`config.mk`:
```
export PLATFORM = sky130hd
export DESIGN_NAME = ifid_queue
export DESIGN_NICKNAME = d
export VERILOG_FILES = /design/src/rtl/ifid_queue.sv
export SDC_FILE = /design/constraint.sdc
export NUM_CORES = 1
export LEC_CHECK = 0
export ABC_AREA = 1
export CAP_MARGIN = 20
export CORE_MARGIN = 1
export CORE_UTILIZATION = 29
export DETAILED_ROUTE_END_ITERATION = 10
export GPL_ROUTABILITY_DRIVEN = 0
export PLACE_DENSITY_LB_ADDON = 0.15
export SLEW_MARGIN = 20
export SYNTH_ARGS = -nofsm -noshare
export SYNTH_HDL_FRONTEND = slang
export SYNTH_SLANG_ARGS = --single-unit
```
`constraint.sdc`:
```
create_clock -name CLK -period 7.4 [get_ports CLK]
set_clock_uncertainty 0.2 [all_clocks]
set_input_delay 2.22 -clock CLK [delete_from_list [all_inputs] [get_ports CLK]]
set_output_delay 2.22 -clock CLK [all_outputs]
set_load 0.01 [all_outputs]
```
`src/rtl/ifid_queue.sv`:
```
// ifid_queue: fetch-to-decode instruction queue.
// A small circular buffer of {instruction, next-PC} entries between the IF and
// ID stages. The head entry is shown ahead combinationally. A branch or jump
// redirect (flush) empties the queue. A halt opcode stops any further fetch
// pushes until the next flush or reset.
//
// Handshake semantics, both sides:
//   push side: ihit is a strobe that is never back-pressured. It is accepted
//              when flush=0, halt_lock=0, and there is room. A full queue
//              counts as having room when a pop is accepted in the same cycle.
//              Anything else drops the instruction. A drop caused by fullness
//              sets the sticky overflow flag.
//   pop side:  pop is accepted when flush=0 and valid_out=1. A pop on an empty
//              queue is ignored and sets the sticky underflow flag.
//   flush wins over both sides at the same edge.
module ifid_queue #(
  parameter int INSTR_W = 32,
  parameter int PC_W    = 32,
  parameter int DEPTH   = 4
) (
  input  logic                         CLK,
  input  logic                         RST,
  input  logic                         flush,
  input  logic                         ihit,
  input  logic [INSTR_W-1:0]           instr_in,
  input  logic [PC_W-1:0]              npc_in,
  input  logic                         pop,
  output logic [INSTR_W-1:0]           instr_out,
  output logic [PC_W-1:0]              npc_out,
  output logic                         valid_out,
  output logic                         full,
  output logic [$clog2(DEPTH+1)-1:0]   count,
  output logic                         halt_out,
  output logic                         halt_lock,
  output logic                         overflow,
  output logic                         underflow
);

  // Pointer and count widths. DEPTH is a power of two, so the pointers wrap
  // from DEPTH-1 back to 0 by plain binary overflow.
  localparam int PW = $clog2(DEPTH);
  localparam int CW = $clog2(DEPTH+1);
  localparam logic [CW-1:0] C_DEPTH = CW'(DEPTH);
  localparam logic [5:0]    HALT_OP = 6'b111111;

  // Entry storage. It has no reset: the count masks stale contents.
  logic [INSTR_W-1:0] r_instr_mem [DEPTH];
  logic [PC_W-1:0]    r_npc_mem   [DEPTH];

  // Control state.
  logic [PW-1:0] r_rd_ptr;
  logic [PW-1:0] r_wr_ptr;
  logic [CW-1:0] r_count;
  logic          r_halt_lock;
  logic          r_overflow;
  logic          r_underflow;

  // Derived status and accept strobes.
  logic               w_empty;
  logic               w_full;
  logic               w_pop_acc;
  logic               w_push_acc;
  logic               w_push_drop_full;
  logic               w_pop_on_empty;
  logic               w_push_is_halt;
  logic [INSTR_W-1:0] w_head_instr;
  logic [PC_W-1:0]    w_head_npc;

  // Status, accept decisions and error events. Everything here is derived
  // from the current state and inputs.
  always_comb begin
    w_empty          = (r_count == '0);
    w_full           = (r_count == C_DEPTH);
    w_pop_acc        = pop && !flush && !w_empty;
    w_push_acc       = ihit && !flush && !r_halt_lock && (!w_full || w_pop_acc);
    w_push_drop_full = ihit && !flush && w_full && !w_pop_acc;
    w_pop_on_empty   = pop && !flush && w_empty;
    w_push_is_halt   = (instr_in[31:26] == HALT_OP);
  end

  // Show-ahead head read. The output is forced to zero (NOP) when empty so that
  // stale storage never leaks into decode.
  always_comb begin
    w_head_instr = r_instr_mem[r_rd_ptr];
    w_head_npc   = r_npc_mem[r_rd_ptr];
    instr_out    = w_empty ? '0 : w_head_instr;
    npc_out      = w_empty ? '0 : w_head_npc;
    valid_out    = !w_empty;
    full         = w_full;
    count        = r_count;
    halt_out     = !w_empty && (w_head_instr[31:26] == HALT_OP);
    halt_lock    = r_halt_lock;
    overflow     = r_overflow;
    underflow    = r_underflow;
  end

  // Entry write at the write pointer on every accepted push.
  always_ff @(posedge CLK) begin
    if (w_push_acc) begin
      r_instr_mem[r_wr_ptr] <= instr_in;
      r_npc_mem[r_wr_ptr]   <= npc_in;
    end
  end

  // Pointers, occupancy and halt lock. A flush overrides everything else.
  always_ff @(posedge CLK or posedge RST) begin
    if (RST) begin
      r_rd_ptr    <= '0;
      r_wr_ptr    <= '0;
      r_count     <= '0;
      r_halt_lock <= 1'b0;
    end else if (flush) begin
      r_rd_ptr    <= '0;
      r_wr_ptr    <= '0;
      r_count     <= '0;
      r_halt_lock <= 1'b0;
    end else begin
      if (w_pop_acc) begin
        r_rd_ptr <= r_rd_ptr + PW'(1);
      end
      if (w_push_acc) begin
        r_wr_ptr <= r_wr_ptr + PW'(1);
        if (w_push_is_halt) begin
          r_halt_lock <= 1'b1;
        end
      end
      if (w_push_acc && !w_pop_acc) begin
        r_count <= r_count + CW'(1);
      end else if (w_pop_acc && !w_push_acc) begin
        r_count <= r_count - CW'(1);
      end
    end
  end

  // Sticky error flags. Only reset clears them; a flush leaves them set.
  always_ff @(posedge CLK or posedge RST) begin
    if (RST) begin
      r_overflow  <= 1'b0;
      r_underflow <= 1'b0;
    end else begin
      if (w_push_drop_full) begin
        r_overflow <= 1'b1;
      end
      if (w_pop_on_empty) begin
        r_underflow <= 1'b1;
      end
    end
  end

endmodule

```
# Word-level counts from Yosys, hierarchy flattened
# Memories as Yosys holds them, arrays and structs flattened.
# Index checks and enable logic that the tools add are counted.
[classes] n_addsub=4 n_eq_ne=3 mux=14 n_reduce_logical=24
[ops] cell="32-bit 2-to-1 mux" count=2
[ops] cell="6-bit == test (second input constant)" count=2
[ops] cell="1-bit logical AND" count=11
[ops] cell="3-bit 2-to-1 mux" count=3
[ops] cell="2-bit 2-to-1 mux" count=4
[ops] cell="1-bit zero test" count=6
[ops] cell="2-bit nonzero test" count=3
[ops] cell="1-bit 2-to-1 mux" count=5
[ops] cell="2-bit by 1-bit adder with 2-bit output (second input constant)" count=2
[ops] cell="3-bit by 1-bit adder with 3-bit output (second input constant)" count=1
[ops] cell="3-bit == test (second input constant)" count=1
[ops] cell="3-bit zero test" count=1
[ops] cell="3-bit nonzero test" count=1
[ops] cell="3-bit by 1-bit subtractor with 3-bit output (second input constant)" count=1
[ops] cell="2-bit AND reduction" count=1
[ops] cell="1-bit logical OR" count=1
[word_totals] wordCells=53 ramBits=256 inputBits=69 out_inout_bits=73 n_memories=2 ff_bits=10
[memory_table] memory="r_instr_mem" words=4 width=32 rd=1 rd_clocked_by_memory_dff=0 write_ports=1 line_no="47" rtl="logic [INSTR_W-1:0] r_instr_mem [DEPTH];"
[memory_table] memory="r_npc_mem" words=4 width=32 rd=1 rd_clocked_by_memory_dff=0 write_ports=1 line_no="48" rtl="logic [PC_W-1:0] r_npc_mem [DEPTH];"

# Longest topological paths before layout
[logic_depth] ltp_word=10 ltp_mapped=14 mapped_depth_nobuf=14

# Worst setup path before layout
# OpenSTA, ideal clock, no wires.
[synth_timing] kind="input to register" start="in pop" end="mem r_instr_mem[0][0], enable pin" setup_time_ns=0.486 stages=6 n_path_buf=0 setup_slack_ns=1.281 t_required_ns=6.714 arrival_ns=5.433 cell_sequence="inv_1 > nor2_1 > nand2_1 > nand2_1 > nand2_2 > nor2_1"
[synth_between] elab_chain_cells=6
[synth_rtl] item="from (decl)" line_no="27" rtl="input logic pop,"
[synth_rtl] item="1-bit logical AND (2 in series)" line_no="74" rtl="w_pop_acc = pop && !flush && !w_empty;"
[synth_rtl] item="1-bit logical OR" line_no="75" rtl="w_push_acc = ihit && !flush && !r_halt_lock && (!w_full || w_pop_acc);"
[synth_rtl] item="1-bit logical AND" line_no="75"
[synth_rtl] item="1-bit 2-to-1 mux" line_no="99" rtl="if (w_push_acc) begin"
[synth_rtl] item="1-bit 2-to-1 mux (implied by the code)" line_no="100" rtl="r_instr_mem[r_wr_ptr] <= instr_in;"
[synth_rtl] item="to (decl)" line_no="47"
# Every way passes these cells.

# Worst setup path after layout
[layout_timing] start="reg r_rd_ptr[0]" end="out halt_out"
[layout_between] elab_chain_cells=3
[layout_rtl] item="from (decl)" line_no="51" rtl="logic [PW-1:0] r_rd_ptr;"
[layout_rtl] item="from (signal assigned)" line_no="119" rtl="r_rd_ptr <= r_rd_ptr + PW'(1);"
[layout_rtl] item="memory read 4 x 32 bit"
[layout_rtl] item="6-bit == test" line_no="91" rtl="halt_out = !w_empty && (w_head_instr[31:26] == HALT_OP);"
[layout_rtl] item="1-bit logical AND" line_no="91"
[layout_rtl] item="to (decl)" line_no="33" rtl="output logic halt_out,"
# Every way passes these cells.

==> summary.md <==
| Metric | Value |
|---|---|
| Setup crit start kind | `flop` |
| Final core occ | `37.6%` |
| Clk_lat worst skew | `0.53 ns` |
| Syn Area/Cell | `12.4 um^2` |
| Status | `complete, but fails checks` |
| Worst Setup Path Type | `reg -> out` |
| CTS tree | `built` |
| Post-place setup slack | `1.97 ns` |
| Synth unique cells | `25` |
| Hold Crit Class | `reg -> reg` |
| Via density | `4.52` |
| Cells after Synth | `848` |
| Die W | `192 um` |
| WHS Path Cells | `1` |
| Post-Synthesis Cell Area | `10500 um^2` |
| Post-CTS setup buffers | `0` |
| Multi-input logic area | `2280 um^2` |
| VDD IR max | `0.000176 V` |
| Synth cell count leaders | `256 x edfxtp_1, 252 x nor2_1, 125 x o21ai_0` |
| Hold WS | `0.284 ns` |
| Fin Setup TNS | `0 ns` |
| Final setup fails | `0` |
| Hold wc startpoint | `overflow$_DFFE_PP0P_` |
| Total die area | `37000 um^2` |
| Reg area | `7940 um^2` |
| Syn nets | `922` |
| RR Startpoint | `count[2]$_DFFE_PP0P_` |
| Synth warn | `0` |
| Initial DRC Count | `393` |
| Core area | `35700 um^2` |
| Pin count of the biggest net entering global routing | `136` |
| # fillers | `3431` |
| Die height | `192 um` |
| Diode count | `0` |
| Failing checks | `DRC` |
| Vias in the first global route | `6454` |
| CP arrival | `3.51 ns` |
| Global-route wire length before repair | `39.0 mm` |
| Crit share post-route | `80.1%` |
| Total number of vias | `6617` |
| DRC Markers | `17` |
| Max incr delay on CP | `0.83 ns` |
| Cell type with the largest total area after synthesis | `edfxtp_1` |
| Crit path max-delay family | `buffers and inverters` |
| Synth Flop Type | `edfxtp_1` |
| CTS Sinks | `266` |
| Relative slew margins | `38.5%` |
| Area contributors post-synth | `edfxtp_1 73%, nor2_1 9.0%, o21ai_0 5.9%` |
| Max Cap Viol | `0` |
| Overall Global Routing Usage | `14.1%` |
| Grt ovf | `0` |
| Yosys top cell area share | `73.1%` |
| Fraction of layout cells with a size suffix above 1 | `6.09%` |
| Share of the yosys chip area belonging to registers | `75.4%` |
| CTS HTree Levels | `1` |
| Maximum clock frequency | `169 MHz` |
| FF-to-FF path depth | `7` |
| Worst Path Max Fanout | `72` |
| Drt wl/cell | `18.0 um` |
| Synth Register Bits | `266` |
| Initial antenna violation count | `0` |
| Req. time, crit path | `4.98 ns` |
| Routed WL | `26.4 mm` |
| Pins over their slew limit | `0` |
| Crit Reg-Reg Endpoint | `r_npc_mem[3][14]$_DFFE_PP_` |
| Slack of the critical path | `1.47 ns` |
| Initial core utilization | `29.5%` |
| Placed Cells incl. Taps | `1410` |
| Post-route ant nets | `0` |
| Reg clk slew, reported paths | `0.06 ns` |
| Buf/Inv on CP | `2` |
| Final HPWL DP | `14.6 mm` |
| LEAKAGE | `4.52 nW` |
| Setup repair after global routing missed its margin | `false` |
| Root Buffer | `clkbuf_16` |
| Worst Setup End Kind | `primary output` |
| Bufs on Longest Clock Path | `3` |
| CP cell instances | `buf_4 -> nand2_1 -> nand3_1 -> nand2_1 -> a21oi_1 -> nand3_1 -> nor2_1 -> clkdlybuf4s50_1` |
| Post-synth EDFFs | `256` |
| Cell row count | `69` |
| Final std cells w/o fill | `1463` |
| Min Tclk post-route | `5.93 ns` |
| Slew @ Worst Pin | `0.920 ns` |
| Nets | `1054` |
| Power Dens Cells | `351 nW/um^2` |
| Post_cts resized | `0` |
| CTS Buf Count | `29` |
| Slowest cell on the critical path | `dfrtp_4` |
| Reg2reg setup slack | `4.50 ns` |
| IO Pins | `142` |
| Cell with the most instances after synthesis | `edfxtp_1` |
| Port buffer count | `141` |
| Drt pass-1 iters | `8` |
| Final Hold Vio Count | `0` |
| Area grow syn2layout | `27.4%` |
| Post-synth ARST share | `3.76%` |
| Hold EP | `overflow$_DFFE_PP0P_` |
| Hold-fix buffers, CTS | `0` |
-- where the power goes --
part / internal (mW) / switching [mW]
registers: 1.73 / 0.0667
logic: 0.603 / 0.817
clock network: 0.922 / 0.564
-- worst register-to-register path, stage by stage, from the launching register on --
cell	delay, ns
dfrtp_1	0.42
inv_1	0.09
nand2_2	0.18
nand2_1	0.19
nand2_1	0.14
nand2_2	0.19
nor2_4	0.76
buf_12	0.38
-- registers in the layout, indices dropped and copies added, names as in the netlist --
name	flops
r_instr_mem	128
underflow	1
r_rd_ptr	2
count	3
overflow	1
r_npc_mem	128
halt_lock	1
r_wr_ptr	2
-- placed cells by master, fill, tap and decap left out, types with 5 or more instances in the layout --
cell type        count
clkbuf_1             6
o21ai_1              5
o21ai_0            125
a21oi_1             71
clkinv_2             5
inv_1               23
nand2_1             32
bufinv_16            6
nor2_1             248
edfxtp_1           256
dfrtp_1              8
clkdlybuf4s50_1    141
nand3_1              9
clkinv_1             7
clkbuf_16           29
-- worst max-delay path by stage --
stage / cells after the start / slack [ns] / start / end
floorplan: 6 / 1.28 / pop / r_instr_mem[0][0]$_DFFE_PP_
global placement: 8 / 1.96 / r_rd_ptr[0]$_DFFE_PP0P_ / halt_out
detailed placement: 8 / 1.97 / r_rd_ptr[0]$_DFFE_PP0P_ / halt_out
CTS: 8 / 1.39 / r_rd_ptr[0]$_DFFE_PP0P_ / halt_out
global route: 6 / 1.18 / r_rd_ptr[0]$_DFFE_PP0P_ / halt_out
finish: 8 / 1.47 / r_rd_ptr[0]$_DFFE_PP0P_ / halt_out
-- per-layer routing --
metal,GRT usage (%),routed length (um),vias to the layer above,part of all wire [%]
li1,-,-,3249,-
met2,21.7,11800,134,45
met5,0,0,-,0
met1,20.5,12900,3199,49
met3,2.64,1290,35,4.9
met4,3.09,427,0,1.6
-- through the flow --
| stage | total power [mW] | instance area (um^2) |
|---|---|---|
| 5_1_grt | 4.94 | 13400 |
| 3_5_place_dp | 3.28 | 12400 |
| 3_3_place_gp | 3.28 | 12400 |
| 4_1_cts | 4.78 | 13400 |
| 2_1_floorplan | 2.52 | 10500 |
| 6_report | 4.70 | 13400 |
-- kinds of logic after synthesis --
kind of cell | synth area share, %
AO/OA/AOI/OAI | 9.78
AND/OR/NAND/NOR | 11.0
flip-flops | 75.4
buffers and inverters | 3.16
adder cells (fa/ha/maj) | 0.666
-- final cells by class --
cell class,count,area share (%)
Sequential cell,266,59.3
Clock buffer,35,5.58
Tap cell,461,4.30
Timing Repair Buffer,149,11.4
Inverter,26,0.765
Clock inverter,18,1.73
Multi-Input combinational cell,508,17.0
Power figures use the tool's default switching activity.
